**src/rtl/perf_counter_bank.sv**
```systemverilog
// Bank of NUM_CNT event counters with a software write port, sticky overflow flags and snapshot shadows.
// Read data and valid are registered one cycle after rd_en; there is no backpressure, a read is accepted every cycle.
module perf_counter_bank #(
  parameter int WIDTH    = 32,
  parameter int NUM_CNT  = 4,
  parameter int IDX_W    = 2,
  parameter int SATURATE = 0
) (
  input  logic               clk,
  input  logic               counter_rst,
  input  logic               counter_stop,
  input  logic [NUM_CNT-1:0] evt,
  input  logic               wr_en,
  input  logic [IDX_W-1:0]   wr_idx,
  input  logic [WIDTH-1:0]   wr_data,
  input  logic               snap,
  input  logic               rd_en,
  input  logic [IDX_W-1:0]   rd_idx,
  input  logic               rd_shadow,
  output logic [WIDTH-1:0]   rd_data,
  output logic               rd_valid,
  output logic [NUM_CNT-1:0] ovf,
  output logic               ovf_any
);

  logic [WIDTH-1:0]   cnt_q    [NUM_CNT];
  logic [WIDTH-1:0]   cnt_d    [NUM_CNT];
  logic [WIDTH-1:0]   shadow_q [NUM_CNT];
  logic [NUM_CNT-1:0] ovf_d;
  logic [WIDTH-1:0]   rd_sel;

  // A software write beats a same-cycle event; the event is simply lost.
  always_comb begin
    for (int i = 0; i < NUM_CNT; i++) begin
      cnt_d[i] = cnt_q[i];
      ovf_d[i] = ovf[i];
      if (wr_en && (wr_idx == IDX_W'(i))) begin
        cnt_d[i] = wr_data;
        ovf_d[i] = 1'b0;
      end else if (evt[i] && !counter_stop) begin
        if (&cnt_q[i]) begin
          cnt_d[i] = (SATURATE != 0) ? cnt_q[i] : '0;
          ovf_d[i] = 1'b1;
        end else begin
          cnt_d[i] = cnt_q[i] + WIDTH'(1);
        end
      end
    end
  end

  // Indices with no matching channel fall through to zero.
  always_comb begin
    rd_sel = '0;
    for (int i = 0; i < NUM_CNT; i++) begin
      if (rd_idx == IDX_W'(i)) begin
        rd_sel = rd_shadow ? shadow_q[i] : cnt_q[i];
      end
    end
  end

  always_ff @(posedge clk) begin
    if (counter_rst) begin
      for (int i = 0; i < NUM_CNT; i++) begin
        cnt_q[i]    <= '0;
        shadow_q[i] <= '0;
      end
      ovf      <= '0;
      ovf_any  <= 1'b0;
      rd_data  <= '0;
      rd_valid <= 1'b0;
    end else begin
      for (int i = 0; i < NUM_CNT; i++) begin
        cnt_q[i] <= cnt_d[i];
        if (snap) begin
          shadow_q[i] <= cnt_q[i];
        end
      end
      ovf      <= ovf_d;
      ovf_any  <= |ovf_d;
      rd_valid <= rd_en;
      if (rd_en) begin
        rd_data <= rd_sel;
      end
    end
  end

endmodule

```
**config.mk**
```make
export PLATFORM = sky130hd
export DESIGN_NAME = perf_counter_bank
export DESIGN_NICKNAME = d
export VERILOG_FILES = /design/src/rtl/perf_counter_bank.sv
export SDC_FILE = /design/constraint.sdc
export NUM_CORES = 1
export LEC_CHECK = 0
export BUFFER_PORTS_ARGS = -buffer_cell sky130_fd_sc_hd__buf_2
export CORE_MARGIN = 5
export CORE_UTILIZATION = 60
export CTS_CLUSTER_DIAMETER = 80
export DETAILED_ROUTE_END_ITERATION = 8
export HOLD_SLACK_MARGIN = 0.05
export PLACE_DENSITY_LB_ADDON = 0.05
export SETUP_SLACK_MARGIN = 0.3
export SKIP_CTS_REPAIR_TIMING = 1
export SYNTH_ARGS = -nofsm -noshare
export SYNTH_HDL_FRONTEND = slang
export SYNTH_SLANG_ARGS = --single-unit
```
**constraint.sdc**
```tcl
create_clock -name clk -period 5.9 [get_ports clk]
set_input_delay 0.295 -clock clk [delete_from_list [all_inputs] [get_ports clk]]
set_output_delay 0.295 -clock clk [all_outputs]
set_load 0.05 [all_outputs]
```
# Yosys cells after proc, flatten, opt, wreduce, memory -nomap -nowiden
# Memory sizes are Yosys's and may differ from the RTL's.
# Index checks and enable logic that the tools add are counted.
# W data, S select, Z words.
[totals] ramBits=256 memories=2 register_bits=38
[mem_list] memory="cnt_q" words=4 word_bits=32 rd=4 rd_clocked_by_memory_dff=0 write_ports=4 line="26" text="logic [WIDTH-1:0] cnt_q [NUM_CNT];"
[mem_list] memory="shadow_q" words=4 word_bits=32 rd=4 rd_clocked_by_memory_dff=0 write_ports=4 line="28" text="logic [WIDTH-1:0] shadow_q [NUM_CNT];"
[classes] n_reduce_logical=16 n_addsub=4 bitwise_logic=8 n_eq_ne=6 muxes=46
[op_table] cell="$mux W32" count=28
[op_table] cell="$add A32 B1 Y32 const B" count=4
[op_table] cell="$reduce_and A32 Y1" count=4
[op_table] cell="$mux W1" count=18
[op_table] cell="$eq A2 B2 Y1 const B" count=4
[op_table] cell="$logic_and A1 B1 Y1" count=8
[op_table] cell="$or A1 B1 Y1" count=8
[op_table] cell="$eq A2 B1 Y1 const B" count=2
[op_table] cell="$logic_not A2 Y1" count=2
[op_table] cell="$reduce_or A4 Y1" count=1
[op_table] cell="$logic_not A1 Y1" count=1

# Longest topological paths before layout
# Gate-level depths: netlist (run 1).
[logic_depth] depth_word=5 depth_mapped=8 depth_no_buf=7

# Worst setup path after synthesis (run 1)
# No wires, ideal clock.
[synth_timing] kind="in2reg" start="in counter_rst" end="mem shadow_q[0][0] (enable)" setup_ns=0.433 arrival_time_ns=2.467 cell_stages=3 path_buffers=2 slack_ns=3.000 required_time_ns=5.467 path_cell_list="clkbuf_1 -> clkbuf_1 -> or2_2"
[synth_lines] element="start, declared" line="10" text="input logic counter_rst,"
[synth_lines] element="end, declared" line="28"

==> metrics.txt, run 1 <==
Seq. cell area 7170 sq um; Crit-path slowest cell nor4_1; flops & latches, synth 294; Leakage just over 6 nW; Startpoint Class flop; Mapped Nets 1728; Setup Skew about 0.019 ns; async set-reset flop share out of synthesis 0%; die area 29200 sq um; GPL Wtd Cong about 0.95; worst reg2reg path depth 6; Post-Synthesis Cells 1677; ant diodes 0; row count 59; Via density 6.46; Seq/Total Area, Yosys 46.1%; Synth cell types 62; FF-to-FF Start cnt_q[3][15]; H-tree Lvls 2; Worst Setup Slack, final 3.20 ns; main flop type after synthesis dfxtp_1; Die Span X about 170 microns; critical path class reg -> reg; DRC 0; max cap viols 0; Worst IR Drop VDD approximately 0.25 mV; Worst EP arrival 3.07 ns; I/O Buffers 84; starting density of the core 60.3%; hold_sp wr_data[16]; most common cell after layout, fill and taps aside nand2_1; CTS clk-pin slew, worst paths 0.06 ns; Tcrit/Tclk final between 40% and 50%; Required @ worst endpoint 6.27 ns; clk buf depth 3; vias 13300; DRT iter0 DRCs 1572; die height 171 microns; insertion delay to the later sink of the worst-skew pair slightly above 0.5 ns; drt wl/cell 23.8 microns; Root Buffer clkbuf_16; clock sinks 294; share of layout cells above drive strength 1 12.5%; global-route wire length before repair 74200 microns; Remaining Overflow, GRT 0; met1 wire length 20800 microns; FMAX between 0.3 and 0.4 GHz; post-route ant nets 0; DR pass1 iterations 5; worst hold slack 0.120 ns; Period minus WS final 2.70 ns; cell mode on critical path nand4_1; pre-CTS setup slack 3.22 ns; I/O pin count 85; worst-path cell chain nand4_1 > nor4_1 > nand4_1 > and3_1 > nand2_1 > a31oi_1; Max Fanout on Critical Path 10; status completed; TritonCTS clock tree yes; Post-synth EDFFs between 100 and 150; CP Capture Type flop; setup repair after global routing missed its margin no; cts bufs inserted 34; relative slew slack 21.1%; floorplan core area ~26000 sq um; Syn-to-layout area delta 10.4%; final hold violations 0; TNS Setup 0 ns; Netlist Area Pre-Place about 16000 sq um; final-stage net count 1752; Routed WL 49000 microns; count of final max-slew check failures 0; final instance area 17200 sq um; met3 wire length 5650 microns; hold path depth 3; P per Cell Area around 280 nW/um^2; Worst-Margin Slew 1.17 ns; All-Layer GR Usage 32.9%; HPWL Detailed 33400 microns; largest net degree at the start of global routing 85; DR top layer met5; most frequent cells in the layout nand2_1, dfxtp_1, and2_1; # setup viols final 0; Avg Inst Size Synth 9.26 sq um; Multi-input gate area 7800 sq um; FILL cells 2121; placed instance area 16100 sq um; slowest stage delay, CP just under 1 ns; Hold Path Class in -> reg; vias in the first global route approximately 12000; CP Launch Point cnt_q[3][15]; met2 wire len 21300 microns; Synth warnings 0; initial antenna violation count 3
-- per-stage QoR --
step / utilization (%) / std cells / total power, mW
3_3_place_gp: 62.5 / 2000 / 2.84
6_report: 66.6 / 2061 / 4.85
4_1_cts: 66.6 / 2061 / 4.86
3_5_place_dp: 62.5 / 2000 / 2.85
5_1_grt: 66.6 / 2061 / 5.00
2_1_floorplan: - / 1677 / 2.66
-- synth_stat cells (all sizes together), types with 44 or more instances --
library cell / n / area share (%)
nor2: 129 / 3.1
xnor2: 73 / 4.1
edfxtp: 128 / 25
nand2: 174 / 4.2
clkbuf: 99 / 2.4
a21oi: 75 / 2.4
o21ai: 50 / 1.6
nand3: 100 / 3.2
dfxtp: 166 / 21
a211oi: 44 / 2.1
and2: 132 / 5.3
nor3: 50 / 1.7
-- sequential cells by signal, indices dropped and copies added, names as in the netlist --
register and count:
rd_valid 1, shadow_q 128, rd_data 32, ovf_any 1
cnt_q 128, ovf 4
-- routing by layer --
layer  global-route usage, %  up-vias
met4                    8.89        4
met5                       0        -
met2                    48.4      742
met1                    50.5     6405
li1                        -     6078
met3                    5.57       90
-- power breakdown --
group	internal [mW]	total (mW)	switching, mW	leakage, nW
Sequential	2.22	2.32	0.0928	2.78
Clock	1.19	2.03	0.841	0.517
Combinational	0.159	0.507	0.347	2.82
-- worst max-delay path, delay by kind of cell, from the launching register on --
kind | cells | cell delay [ns]
and+or+nand+nor | 5 | 2.05
DFF | 1 | 0.43
AOI/OAI and AO/OA | 1 | 0.08
-- final timing paths --
kind / end / slack (ns)
max: cnt_q[3][28] / 3.20
max reg2reg: cnt_q[3][28] / 3.20
min: cnt_q[2][16] / 0.12
min reg2reg: rd_data[10] / 0.48
-- kinds of logic (layout without fill, tap and decap cells) --
family,count (synthesis),count (layout),synth area share [%]
AO/OA/AOI/OAI,286,286,11.7
XOR/XNOR,114,114,6.43
adder cells (fa/ha/maj),4,4,0.322
buffers and inverters,152,201,3.78
flip-flops,294,294,46.1
multiplexers,74,74,6.69
AND/OR/NAND/NOR,753,753,24.9
-- final cells by class --
type                       count  share of cell area [%]
timing repair buffer         104                    3.38
tap                          335                    2.44
sequential                   294                    41.8
multi-input combinational   1231                    45.5
clock buffer                  52                    5.71
inverter                      36                   0.788
clock inverter                 9                   0.416
Note: power is estimated with default switching activity, not from simulation.
==> inputs of run 2 (changes only) <==
Clock period 5.9 ns to 2.7 ns, I/O delays scaled along.
==> run 2 against run 1 <==
Register-to-register slack worse by 2.8 ns. Cell count increased by 3.7%. First-iteration DRC count rose by 5.5%. Die area unchanged. Maximum frequency up 16%. Power up 130%. Sequential share of layout area is 2.1 points lower. Critical path depth grew 1. Sequential power grew 120%. Sequential cell count did not move. Routed wire length increased by 1.4%. Critical path type unchanged. Largest cell class unchanged. Largest power group unchanged.
==> metrics.txt, run 2 (synthesized netlist as in run 1, its figures left out) <==
status completed; I/O pin count 85; relative slew slack 51.1%; TritonCTS clock tree yes; FMAX around 0.43 GHz; Die Span X between 150 and 200 microns; Regs by FF count cnt_q (128), shadow_q (128), rd_data (32); Seq. cell area slightly above 7000 sq um; DRT iter0 DRCs 1659; die area 29200 sq um; most common cell after layout, fill and taps aside nand2_1; CP Capture Type flop; # setup viols final 0; Worst-Margin Slew ~0.73 ns; Routed WL 49600 microns; DR pass1 iterations 7; Startpoint Class flop; Worst Setup Slack, final 0.379 ns; Tcrit/Tclk final around 86%; clk buf depth 3; DR top layer met4; insertion delay to the later sink of the worst-skew pair ~0.52 ns; Leakage 6.59 nW; cts bufs inserted 34; met2 wire len 22200 microns; All-Layer GR Usage 33.3%; final hold violations 0; I/O Buffers 84; critical path class reg -> reg; global-route wire length before repair 74900 microns; Worst IR Drop VDD a little under 0.5 mV; Multi-input gate area slightly below 8000 sq um; GPL Wtd Cong 1.06; met1 wire length around 21000 microns; ant diodes 0; CTS clk-pin slew, worst paths 0.06 ns; post-route ant nets 0; Max Fanout on Critical Path 5; pre-CTS setup slack roughly 0.34 ns; initial antenna violation count 0; Period minus WS final roughly 2.3 ns; row count between 50 and 60; HPWL Detailed 34500 microns; met3 wire length 5380 microns; starting density of the core 60.3%; Hold Path Class in -> reg; vias about 14000; FILL cells 2026; max cap viols 0; floorplan core area 25800 sq um; H-tree Lvls 2; final-stage net count 1827; most frequent cells in the layout nand2_1, dfxtp_1, and2_1; placed insts 2043; vias in the first global route 12500; Setup Skew between 0.01 and 0.015 ns; largest net degree at the start of global routing 129; setup repair after global routing missed its margin yes; die height 171 microns; TNS Setup 0 ns; Syn-to-layout area delta 16.2%; Root Buffer clkbuf_16; P per Cell Area 614 nW/um^2; DRC 0; Required @ worst endpoint 3.15 ns; drt wl/cell roughly 23 microns; count of final max-slew check failures 0; Finished Layout Cells 2137; Via density 6.39; Worst EP arrival 2.77 ns; clock sinks 294; Remaining Overflow, GRT 0; share of layout cells above drive strength 1 15.0%
-- run 2: changes by cell type in the layout (fill, tap and decap cells not counted), moves of 2 or more --
cell           previous run  this run
nor4_4                    0         2
dlygate4sd3_1             0        32
dfxtp_1                 166       163
bufinv_16                 1         4
clkbuf_16                35        37
nor4_1                   18        15
clkinv_2                  5         3
buf_12                    0         7
dfxtp_2                   0         3
buf_4                    24        60
-- run 2: worst paths after layout --
check                            startpoint           end  slack (ns)  cells past startpoint
worst max-delay path            cnt_q[2][5]  cnt_q[2][26]        0.38                      7
worst min-delay path                  rd_en      rd_valid        0.04                      2
worst max register to register  cnt_q[2][5]  cnt_q[2][26]        0.38                      7
worst min register to register  rd_data[14]   rd_data[14]        0.48                      2
-- run 2: worst max-delay path, cell delays in order (launching register included) --
cell and delay [ns]:
dfxtp_1 0.43, nand4_2 0.18, nor4_2 0.26, buf_4 0.17, nand4_1 0.15, or4b_2 0.65, or3_1 0.32, nand3_1 0.09
-- run 2: where the power goes --
group	internal (mW)	switching, mW
Sequential	4.86	0.177
Clock	2.98	1.85
Combinational	0.417	0.804
Total	8.25	2.84
-- run 2: cell type report --
class | instances | share of cell area [%]
Clock buffer | 52 | 5.61
Clock inverter | 10 | 0.852
Inverter | 36 | 0.748
Multi-Input combinational cell | 1231 | 43.5
Sequential cell | 294 | 39.7
Tap cell | 335 | 2.32
Timing Repair Buffer | 179 | 7.26
-- run 2: per-layer routing --
metal | global-route usage (%) | vias up
met5 | 0 | -
met4 | 8.51 | 0
met3 | 5.36 | 89
met2 | 50.1 | 745
met1 | 50.4 | 6565
li1 | - | 6261
-- run 2: per-stage QoR --
step	util (%)	total power [mW]	instance area (sq um)	hold slack [ns]
4_1_cts	68.6	11.0	17700	-0.0699
5_1_grt	70.1	11.4	18100	0.0632
6_report	70.1	11.1	18100	0.0424
2_1_floorplan	-	5.81	15500	0.244
3_5_place_dp	64.1	6.27	16500	0.470
3_3_place_gp	64.1	6.25	16500	0.459
==> inputs of run 3 (changes only) <==
Settings changed: HOLD_SLACK_MARGIN 0.05 to 0.12.
==> run 3 against run 2 <==
Final area is essentially flat. Non-clock buffer count grew 1. Critical path depth is the same. Count of clock-buffer cells in the layout is the same. Cell count is essentially flat. Critical path type unchanged. Clock power is essentially flat. First-iteration DRC count shrank 2.4%. Via count shrank 0.39%. Global-route usage is the same. Sequential cell count is the same. Clock skew is essentially flat. Routed wire length shrank 0.42%.
==> metrics.txt, run 3 (synthesized netlist as in run 1, its figures left out) <==
hold path depth 5; switching power 2.82 mW; DRT iter0 DRCs 1620; largest net degree at the start of global routing 129; sequential power share 45.4%; TNS Setup 0 ns; most frequent cells in the layout nand2_1, dfxtp_1, and2_1; Required @ worst endpoint 3.07 ns; final hold violations 0; status completed; Multi-input gate area 7850 sq um; Tcrit/Tclk final 85.6%; Worst-Margin Slew 0.734 ns; Startpoint Class flop; I/O pin count 85; FILL cells 2022; CP delay by family, top simple AND/OR/NAND/NOR gates; final-stage net count 1828; setup repair after global routing missed its margin yes; Routed WL 49400 microns; Die Span X ~170 microns; critical path depth in cells 7; insertion delay to the later sink of the worst-skew pair around 0.5 ns; Int Pwr 8.25 mW; Crit-path slowest cell or3_1; I/O Buffers 84; clock sinks just under 300; vias in the first global route about 12000; clk buf depth 3; worst-path cell chain nand4_1 > or3_1 > nor4_4 > nor3_1 > buf_4 > nand2b_1 > o32ai_1; slowest stage delay, CP 0.55 ns; TritonCTS clock tree yes; placed insts 2043; Gate power share 11.0%; initial antenna violation count 0; count of final max-slew check failures 0; die area between 20000 and 30000 sq um; P per Cell Area 613 nW/um^2; Regs by FF count cnt_q (128), shadow_q (128), rd_data (32); Finished Layout Cells 2138; final instance area 18100 sq um; Worst Path Buf+Inv 1; DR pass1 iterations 5; CTS clk-pin slew, worst paths 0.06 ns; Hold Path Class in -> reg; Max Fanout on Critical Path 9; critical path class reg -> reg; share of layout cells above drive strength 1 15.0%; drt wl/cell about 23 microns; relative slew slack 51.1%; starting density of the core 60.3%; final core utilization 70.1%; Leakage roughly 6.6 nW; Period minus WS final approximately 2.3 ns; H-tree Lvls 2; post-route ant nets 0; # setup viols final 0; Seq. cell area 7170 sq um; global-route wire length before repair 74900 microns; switching part of the total 25.5%; All-Layer GR Usage between 30% and 40%; DRC 0; Worst EP arrival 2.68 ns; Remaining Overflow, GRT 0; most common cell after layout, fill and taps aside nand2_1; HPWL Detailed around 35000 microns; ant diodes 0; Syn-to-layout area delta 16.3%; die height around 170 microns; FMAX 0.433 GHz; worst reg2reg path depth 7; Worst IR Drop VDD a little under 0.5 mV; row count just under 60; CP Capture Type flop; Via density 6.36; max cap viols 0; Root Buffer clkbuf_16; GPL Wtd Cong 1.06; vias 13600; cts bufs inserted 34; placed instance area about 17000 sq um; Setup Skew around 0.014 ns; floorplan core area 25800 sq um; Clk pwr share 43.6%
## run 3: cell types whose count changed in the layout (fill, tap and decap cells not counted), sizes merged
cell,before,now
dlygate4sd3,32,33
## run 3: final timing paths
path | start | to | slack, ns
min | evt[3] | cnt_q[3][20] | 0.17
min reg2reg | rd_data[11] | rd_data[11] | 0.48
max | cnt_q[0][8] | cnt_q[0][28] | 0.39
max reg2reg | cnt_q[0][8] | cnt_q[0][28] | 0.39
## run 3: area by class of cell
| type | count | share of cell area, % |
|---|---|---|
| repair buffers | 180 | 7.31 |
| clock inverters | 10 | 0.852 |
| clock buffers | 52 | 5.60 |
| multi-input cells | 1231 | 43.5 |
| flip-flops and latches | 294 | 39.7 |
| inverters | 36 | 0.748 |
| well taps | 335 | 2.32 |
## run 3: power by group through the flow
| stage | clock network [mW] | registers, mW | logic (mW) |
|---|---|---|---|
| 6_report | 4.83 | 5.03 | 1.22 |
| 5_1_grt | 5.07 | 5.05 | 1.29 |
| 4_1_cts | 4.86 | 5.03 | 1.16 |
| 3_5_place_dp | 0 | 5.12 | 1.16 |
| 3_3_place_gp | 0 | 5.11 | 1.14 |
| 2_1_floorplan | 0 | 5.19 | 0.625 |
## run 3: routing by layer
metal / wire length, microns / global-route usage (%) / vias up
li1: - / - / 6255
met1: 20800 / 50.4 / 6559
met2: 22100 / 50.1 / 705
met3: 5390 / 5.36 / 88
met4: 1180 / 8.51 / 0
met5: 0 / 0 / -
## run 3: worst reg2reg max path: stages (launching register included)
cell,delay (ns)
dfxtp_1,0.44
nand4_1,0.23
or3_1,0.55
nor4_4,0.35
nor3_1,0.13
buf_4,0.24
nand2b_1,0.13
o32ai_1,0.10
## run 3: per-stage QoR
stage | worst slack [ns] | hold WS, ns | total power, mW
6_report | 0.388 | 0.169 | 11.1
2_1_floorplan | 0.526 | 0.244 | 5.81
3_3_place_gp | 0.445 | 0.459 | 6.25
3_5_place_dp | 0.338 | 0.470 | 6.27
4_1_cts | 0.300 | -0.0699 | 11.0
5_1_grt | 0.238 | 0.190 | 11.4
